==> src/rtl/mult4s_shared_arbiter.sv <==
// Round-robin front end sharing one registered signed multiplier among NUM_REQ clients.
// Issue to result: LATENCY+1 edges. A client is blocked while its previous result is unconsumed.
module mult4s_shared_arbiter #(
  parameter int NUM_REQ = 4,
  parameter int OP_W    = 4,
  parameter int LATENCY = 2
) (
  input  logic                        clk,
  input  logic                        rst_n,
  input  logic [NUM_REQ-1:0]          req_valid,
  output logic [NUM_REQ-1:0]          req_ready,
  input  logic [NUM_REQ*OP_W-1:0]     req_a,
  input  logic [NUM_REQ*OP_W-1:0]     req_b,
  output logic [NUM_REQ-1:0]          rsp_valid,
  input  logic [NUM_REQ-1:0]          rsp_ready,
  output logic [NUM_REQ*2*OP_W-1:0]   rsp_product,
  output logic [OP_W-1:0]             mul_a,
  output logic [OP_W-1:0]             mul_b,
  input  logic [2*OP_W-1:0]           mul_p,
  output logic                        busy
);

  localparam int IDX_W = (NUM_REQ > 1) ? $clog2(NUM_REQ) : 1;
  localparam int PW    = 2 * OP_W;

  logic [IDX_W-1:0]   ptr;
  logic [NUM_REQ-1:0] pending;
  logic [NUM_REQ-1:0] elig;
  logic [NUM_REQ-1:0] grant;
  logic [IDX_W-1:0]   gidx;
  logic               issue;
  logic [LATENCY-1:0] tag_vld;
  logic [IDX_W-1:0]   tag_idx [LATENCY];
  logic [PW-1:0]      slot    [NUM_REQ];
  logic [NUM_REQ-1:0] rsp_hs;

  // Gating with rst_n keeps req_ready and the operand bus at zero during reset.
  assign elig   = req_valid & ~pending & {NUM_REQ{rst_n}};
  assign rsp_hs = rsp_valid & rsp_ready;

  always_comb begin : arb
    logic [IDX_W:0]   sum;
    logic [IDX_W-1:0] cand;
    grant = '0;
    gidx  = '0;
    sum   = '0;
    cand  = '0;
    // Walk from the farthest candidate back to ptr so the nearest eligible wins.
    for (int k = NUM_REQ - 1; k >= 0; k--) begin
      sum = {1'b0, ptr} + (IDX_W+1)'(k);
      if (sum >= (IDX_W+1)'(NUM_REQ)) begin
        sum = sum - (IDX_W+1)'(NUM_REQ);
      end
      cand = sum[IDX_W-1:0];
      if (elig[cand]) begin
        grant       = '0;
        grant[cand] = 1'b1;
        gidx        = cand;
      end
    end
  end

  assign issue     = |grant;
  assign req_ready = grant;

  always_comb begin
    mul_a = '0;
    mul_b = '0;
    if (issue) begin
      mul_a = req_a[int'(gidx)*OP_W +: OP_W];
      mul_b = req_b[int'(gidx)*OP_W +: OP_W];
    end
  end

  always_ff @(posedge clk or negedge rst_n) begin
    if (!rst_n) begin
      ptr     <= '0;
      pending <= '0;
    end else begin
      if (issue) begin
        if (gidx == IDX_W'(NUM_REQ - 1)) begin
          ptr <= '0;
        end else begin
          ptr <= gidx + IDX_W'(1);
        end
      end
      pending <= (pending | grant) & ~rsp_hs;
    end
  end

  // Tag pipeline mirrors the multiplier's depth so the owner is known when mul_p is valid.
  always_ff @(posedge clk or negedge rst_n) begin
    if (!rst_n) begin
      tag_vld <= '0;
      for (int k = 0; k < LATENCY; k++) begin
        tag_idx[k] <= '0;
      end
    end else begin
      tag_vld[0] <= issue;
      tag_idx[0] <= gidx;
      for (int k = 1; k < LATENCY; k++) begin
        tag_vld[k] <= tag_vld[k-1];
        tag_idx[k] <= tag_idx[k-1];
      end
    end
  end

  always_ff @(posedge clk or negedge rst_n) begin
    if (!rst_n) begin
      rsp_valid <= '0;
      for (int i = 0; i < NUM_REQ; i++) begin
        slot[i] <= '0;
      end
    end else begin
      for (int i = 0; i < NUM_REQ; i++) begin
        if (tag_vld[LATENCY-1] && (tag_idx[LATENCY-1] == IDX_W'(i))) begin
          rsp_valid[i] <= 1'b1;
          slot[i]      <= mul_p;
        end else if (rsp_hs[i]) begin
          rsp_valid[i] <= 1'b0;
          slot[i]      <= '0;
        end
      end
    end
  end

  for (genvar i = 0; i < NUM_REQ; i++) begin : g_pack
    assign rsp_product[i*PW +: PW] = slot[i];
  end

  assign busy = (|tag_vld) | (|rsp_valid);

endmodule

==> config.mk <==
export PLATFORM = sky130hd
export DESIGN_NAME = mult4s_shared_arbiter
export DESIGN_NICKNAME = d
export VERILOG_FILES = /design/src/rtl/mult4s_shared_arbiter.sv
export SDC_FILE = /design/constraint.sdc
export NUM_CORES = 1
export LEC_CHECK = 0
export CORE_MARGIN = 4
export CORE_UTILIZATION = 30
export DETAILED_ROUTE_END_ITERATION = 8
export SLEW_MARGIN = 20
export SYNTH_ARGS = -nofsm -noshare
export SYNTH_HDL_FRONTEND = slang
export SYNTH_SLANG_ARGS = --single-unit
==> constraint.sdc <==
create_clock -name clk -period 3.8 [get_ports clk]
set_input_delay 0.38 -clock clk [delete_from_list [all_inputs] [get_ports clk]]
set_output_delay 0.38 -clock clk [all_outputs]
set_load 0.02 [all_outputs]
# After elaboration in Yosys (flattened, before gate mapping)
# Index checks and enable logic that the tools add are counted.
[word_totals] register_bits=48 latchBits=0 ram_bits=0 mem_bits_ro=0 inputBits=50 out_inout_bits=49 wordCells=110 n_memories=0
[op_classes] addsub=8 multipliers=0 n_div=0 order_cmp=12 n_eq_ne=4 n_shift=2 mux=47 n_bitwise=8 reduce_logical=16
[op_table] operator="$mux W8" count=8
[op_table] operator="$shiftx A16 B5 Y4" count=2
[op_table] operator="$mux W4" count=6
[op_table] operator="$mux W2" count=9
[op_table] operator="$and A4 B4 Y4" count=4
[op_table] operator="$mux W1" count=16
[op_table] operator="$lt A2 B3 Y1 const B" count=4
[op_table] operator="$ge A3 B3 Y1 const B" count=3
[op_table] operator="$bmux W1 S2" count=4
[op_table] operator="$demux W1 S2" count=4
[op_table] operator="$ge A2 B1 Y1 const B" count=4
[op_table] operator="$logic_and A1 B1 Y1" count=8
[op_table] operator="$not A4 Y4" count=2
[op_table] operator="$reduce_bool A2 Y1" count=4
[op_table] operator="$reduce_or A4 Y1" count=2
[op_table] operator="$sub A2 B1 Y2 const B" count=4
[op_table] operator="$add A2 B2 Y3 const B" count=2
[op_table] operator="$eq A2 B2 Y1 const B" count=3
[op_table] operator="$or A4 B4 Y4" count=1
[op_table] operator="$add A2 B1 Y3 const B" count=1
[op_table] operator="$ge A2 B3 Y1 const B" count=1
[op_table] operator="$add A2 B1 Y2 const B" count=1
[op_table] operator="$eq A2 B1 Y1 const B" count=1
[op_table] operator="$logic_not A2 Y1" count=1
[op_table] operator="other kinds (2)" count=2

# Depth between registers and ports, before layout
# Gate-level depths: netlist (run 1).
[depth] ltp_word=13 ltp_mapped=11 mapped_depth_nobuf=9

# Least setup slack after synthesis (run 1)
# OpenSTA, ideal clock, no wires.
[synth_path] path_kind="reg2out" from="register ptr[0]" to="output mul_a[0]" t_arrival_ns=2.963 t_required_ns=3.420 slack_ns=0.457 stages_incl_launch_ff=11 path_buffers=1 path_cell_list="dfrtp_1 inv_1 ha_1 inv_1 a211o_1 and2_4 a311o_1 a2bb2oi_2 or4_4 buf_6 o211a_1"
[synth_between] elab_chain_cells=13 word_cells_on_any_way=54 classes_between="add/sub (7); order compare (12); shift (1); mux (29); reduce/logical (5)"
[synth_lines] item="start, declared" line_no="26" source="logic [IDX_W-1:0] ptr;"
[synth_lines] item="start signal, assigned" line_no="84" source="ptr <= gidx + IDX_W'(1);"
[synth_lines] item="$add A2 B2 Y3" line_no="50" source="sum = {1'b0, ptr} + (IDX_W+1)'(k);"
[synth_lines] item="$ge A3 B3 Y1 or $sub A2 B1 Y2 (tied branches)" line_no="51, 52"
[synth_lines] item="$mux W2" line_no="51" source="if (sum >= (IDX_W+1)'(NUM_REQ)) begin"
[synth_lines] item="$lt A2 B3 Y1 (implied by the code) or $ge A2 B1 Y1 (tied branches)" line_no="57" source="grant[cand] = 1'b1;"
[synth_lines] item="$logic_and A1 B1 Y1 (implied by the code)" line_no="57"
[synth_lines] item="$mux W1 (implied by the code)" line_no="57"
[synth_lines] item="$demux W1 S2" line_no="57"
[synth_lines] item="$mux W4 (3 in a row)" line_no="55" source="if (elig[cand]) begin"
[synth_lines] item="$mux W4 *" line_no="55"
[synth_lines] item="net req_ready[2]" line_no="11" source="output logic [NUM_REQ-1:0] req_ready,"
[synth_lines] item="$reduce_or A4 Y1 *" line_no="63" source="assign issue = |grant;"
[synth_lines] item="net issue" line_no="31" source="logic issue;"
[synth_lines] item="$mux W4 *" line_no="69" source="if (issue) begin"
[synth_lines] item="end, declared" line_no="17" source="output logic [OP_W-1:0] mul_a,"
# Mark *: on every way through the listed nets, which the timed path passes. The rest lies on a longest branch. The select of a mux whose other input is x is not followed.

# Worst setup path in the final report (run 1)
[layout_path] from="input req_valid[3]" to="output mul_a[2]"
[layout_between] elab_chain_cells=10 word_cells_on_any_way=21 classes_between="shift (1); mux (17); bitwise (2); reduce/logical (1)"
[layout_lines] item="start, declared" line_no="10" source="input logic [NUM_REQ-1:0] req_valid,"
[layout_lines] item="$and A4 B4 Y4 * (2 in a row)" line_no="38" source="assign elig = req_valid & ~pending & {NUM_REQ{rst_n}};"
[layout_lines] item="$bmux W1 S2" line_no="55"
[layout_lines] item="$mux W1 (implied by the code)" line_no="55"
[layout_lines] item="$mux W2 or $mux W4 (tied branches) (4 in a row)" line_no="55"
[layout_lines] item="$shiftx A16 B5 Y4 or $reduce_or A4 Y1 (tied branches)" line_no="70, 63"
[layout_lines] item="$mux W4 *" line_no="69"
# Every way passes the cells marked *; elsewhere a longest branch is shown, timed or not. The select of a mux whose other input is x is not followed.

==> results of run 1 <==
## metrics by stage
stage	cells	area [sq um]	setup slack (ns)	utilization (%)	power, W
CTS	502	3960	0.0487	47.3	0.00318
detailed placement	494	3850	-0.158	45.9	0.00285
global placement	494	3850	-0.0849	45.9	0.00282
floorplan	282	2630	0.457	-	0.00195
global route	503	4000	0.00733	47.7	0.00344
finish	503	4000	0.0886	47.7	0.00320
## repair_timing
item,4_1_cts,5_1_grt
gates cloned,0,1
pin swaps,0,1
setup endpoints to repair,8,11
gates resized for setup,9,6
## final cells by class
type / count / area (sq um) / area share [%]
Clock buffer: 6 / 82.6 / 2.07
Clock inverter: 2 / 38.8 / 0.970
Inverter: 14 / 52.6 / 1.31
Multi-Input combinational cell: 211 / 1360 / 33.9
Sequential cell: 48 / 1200 / 30.1
Tap cell: 105 / 131 / 3.29
Timing Repair Buffer: 117 / 1130 / 28.4
## worst max-delay path: cells and delay by family
family / cells / cell delay, ns
AO/OA/AOI/OAI: 4 / 0.98
buffers and inverters: 2 / 0.80
AND/OR/NAND/NOR: 3 / 1.17
## routing by layer
| metal | track usage [%] | up-vias |
|---|---|---|
| met4 | 4.60 | 0 |
| li1 | - | 1213 |
| met1 | 19.9 | 1155 |
| met3 | 3.99 | 10 |
| met2 | 25.8 | 88 |
| met5 | 0 | - |
## power breakdown
| group | internal, W | total [W] | switching, W |
|---|---|---|---|
| logic | 0.000928 | 0.00195 | 0.00102 |
| registers | 0.000715 | 0.000867 | 0.000152 |
| clock network | 0.000215 | 0.000384 | 0.000169 |
| total | 0.00186 | 0.00320 | 0.00135 |
## final timing paths
kind	cells after the start	to	startpoint	slack, ns
setup / recovery	9	mul_a[2]	req_valid[3]	0.09
hold / removal	2	rsp_product[31]	rst_n	0.23
setup reg to reg	8	ptr[1]	ptr[0]	0.88
hold reg to reg	0	tag_idx[1]	tag_idx[3]	0.35
max in group asynchronous	2	ptr[1]	rst_n	3.12
min in group clk	0	tag_idx[1]	tag_idx[3]	0.35
## state kept, by name, summed over array words and instances (netlist names)
signal,flops
ptr,2
tag_idx,4
tag_vld,2
pending,4
rsp_valid,4
rsp_product,32
## Yosys cell counts, types with 5 or more instances
cell and number:
nand2_1 79, dfrtp_1 48, nand3_1 25, inv_1 14
o21ai_0 11, mux2i_1 10, mux2_2 8, o211a_1 8
clkbuf_1 7, ha_1 7, nor2_1 5
## logic make-up after synthesis
| group | Yosys count |
|---|---|
| adder cells (fa/ha/maj) | 7 |
| AO/OA/AOI/OAI | 51 |
| XOR/XNOR | 1 |
| multiplexers | 20 |
| buffers and inverters | 24 |
| AND/OR/NAND/NOR | 131 |
| flip-flops | 48 |
==> flow_summary.json, run 1 <==
{
  "run_status": "finished, final reports clean",
  "grt_max_degree": 49,
  "gr-total-overflow": 0,
  "simple_gate_fraction_of_synth_area_pct": 23.1,
  "hold_ws_ns": 0.231,
  "cts_tree": "yes",
  "die-width_um": 102,
  "synth_compound_gate_area_share_pct": 14.8,
  "post_drt_wl_per_cell_um": 15.9,
  "finalCritPeriodShare_pct": 97.7,
  "synthAdderAreaFrac_pct": 3.33,
  "critPathCaptureType": "output port",
  "dp_hpwl_mm": 6.03,
  "postSynthCellCount": 282,
  "drc": 0,
  "worst_setup_hold_path_clk_slew_ns": 0.09,
  "netlist_area_sq_um": 2630,
  "met3RoutedLength_um": 642,
  "holdCritPathClass": "primary input to async pin",
  "maxCapViolCount": 0,
  "max_fo_critical_path": 5,
  "netlist.area_leader.share_pct": 45.6,
  "layout_commonest_cell": "clkdlybuf4s50_1",
  "async_reset_ff_share_pct": 100,
  "routed_wirelength_mm": 8.01,
  "cts_post_setup_buffers_inserted": 0,
  "nNetsFinal": 454,
  "synth-xor-area-share_pct": 0.333,
  "synthFlopType": "dfrtp_1",
  "tightestPinTransition_ns": 0.592,
  "final.min_clock_period_ns": 3.71,
  "synth_cell_types": 45,
  "met2_length_mm": 3.74,
  "io_buffer_count": 98,
  "worst_case_headroom_to_the_max_slew_limit_pct": 60.5,
  "final_max_slew_viol_count": 0,
  "h-tree-depth": 2,
  "crit_path_start_kind": "primary input",
  "cts_sinks": 48,
  "synth_edf_count": 0,
  "dr_top_layer": "met4",
  "initial_cell_density_of_the_core_pct": 31.4,
  "drtAntennaViolNets": 0,
  "holdBufCountCts": 0,
  "cp_slowest_cell": "or4_4",
  "rsz0062_at_grt": "false",
  "worstSkewPairLatency_ns": 0.30,
  "postSynthNetCount": 339,
  "antenna_cells": 0,
  "final_hold_viol_count": 0,
  "layout.cells.most_common_list": "clkdlybuf4s50_1 (89), nand2_1 (79), dfrtp_1 (46)",
  "rows": 33,
  "root_buffer_cell": "clkbuf_8",
  "synth.ff_latch_count": 48,
  "drt-pass1-iter-count": 4,
  "synth_area_leaders": "dfrtp_1 (46%), nand2_1 (11%), nand3_1 (4.8%), mux2i_1 (3.8%), mux2_2 (3.4%)",
  "worst-setup-path-type": "primary input to output port",
  "synth_area_leader_cell": "dfrtp_1",
  "chip_height_um": 102,
  "overall_track_demand_over_capacity_in_global_routing_pct": 15.5,
  "synth_mux_area_share_pct": 8.36,
  "cp.arrival_ns": 3.33,
  "synth-seq-area-share_pct": 45.6,
  "tritoncts.num_buffers": 5,
  "finalSetupViolCount": 0,
  "critical_path.cell_chain": "clkdlybuf4s50_1, or3b_4, a211o_1, and2_4, a311o_1, a2bb2oi_2, or4_4, o211a_1, dlygate4sd2_1",
  "area_growth_syn_to_layout_pct": 51.8,
  "count_of_routing_violations_after_the_opening_detailed_route_iteration": 96,
  "gp_routability_congestion": 0.790,
  "synth.avg_cell_area_sq_um": 9.34,
  "ir_drop_uv": 356,
  "avgViaCountPerCell": 4.90,
  "num_io_pins": 99,
  "detail_route.wirelength.met1_mm": 3.51,
  "synth_top_family_by_area": "simple AND/OR/NAND/NOR gates",
  "design.die.area_sq_um": 10300,
  "timing.setup.tns_ns": 0,
  "power.leakage_nw": 1.86,
  "core_sq_um": 8380,
  "grt_pass1_vias": 2511,
  "wire_length_of_the_first_global_routing_pass_mm": 12.6,
  "final_layout_size_suffix_gt1_share_pct": 14.6,
  "maxClockFrequency_ghz": 0.269,
  "ys.warnings.count": 0,
  "initial_antenna_violation_count": 0,
  "via_count": 2466,
  "final.fill_count": 826,
  "cpPeakStageDelay_ns": 0.60,
  "power.density_nw_per_um2": 801,
  "max-clock-path-buffers": 2,
  "clock-skew-final_ns": 0.0105,
  "crit_required_ns": 3.42
}
No activity file was read; power rests on OpenSTA's default activity.
==> run 2: changes to the inputs <==
--- a/config.mk
+++ b/config.mk
@@ -8,7 +8,7 @@
 export CORE_MARGIN = 4
 export CORE_UTILIZATION = 30
 export DETAILED_ROUTE_END_ITERATION = 8
-export SLEW_MARGIN = 20
+export GPL_TIMING_DRIVEN = 1
 export SYNTH_ARGS = -nofsm -noshare
 export SYNTH_HDL_FRONTEND = slang
 export SYNTH_SLANG_ARGS = --single-unit
==> results of run 2 <==
Final layout, timing and power as in run 1 (identical DEF).
==> run 3: changes to the inputs <==
--- a/config.mk
+++ b/config.mk
@@ -9,6 +9,7 @@
 export CORE_UTILIZATION = 30
 export DETAILED_ROUTE_END_ITERATION = 8
 export GPL_TIMING_DRIVEN = 1
+export PLACE_DENSITY = 0.6
 export SYNTH_ARGS = -nofsm -noshare
 export SYNTH_HDL_FRONTEND = slang
 export SYNTH_SLANG_ARGS = --single-unit
==> results of run 3 <==
Final layout, timing and power as in run 1 (identical DEF).
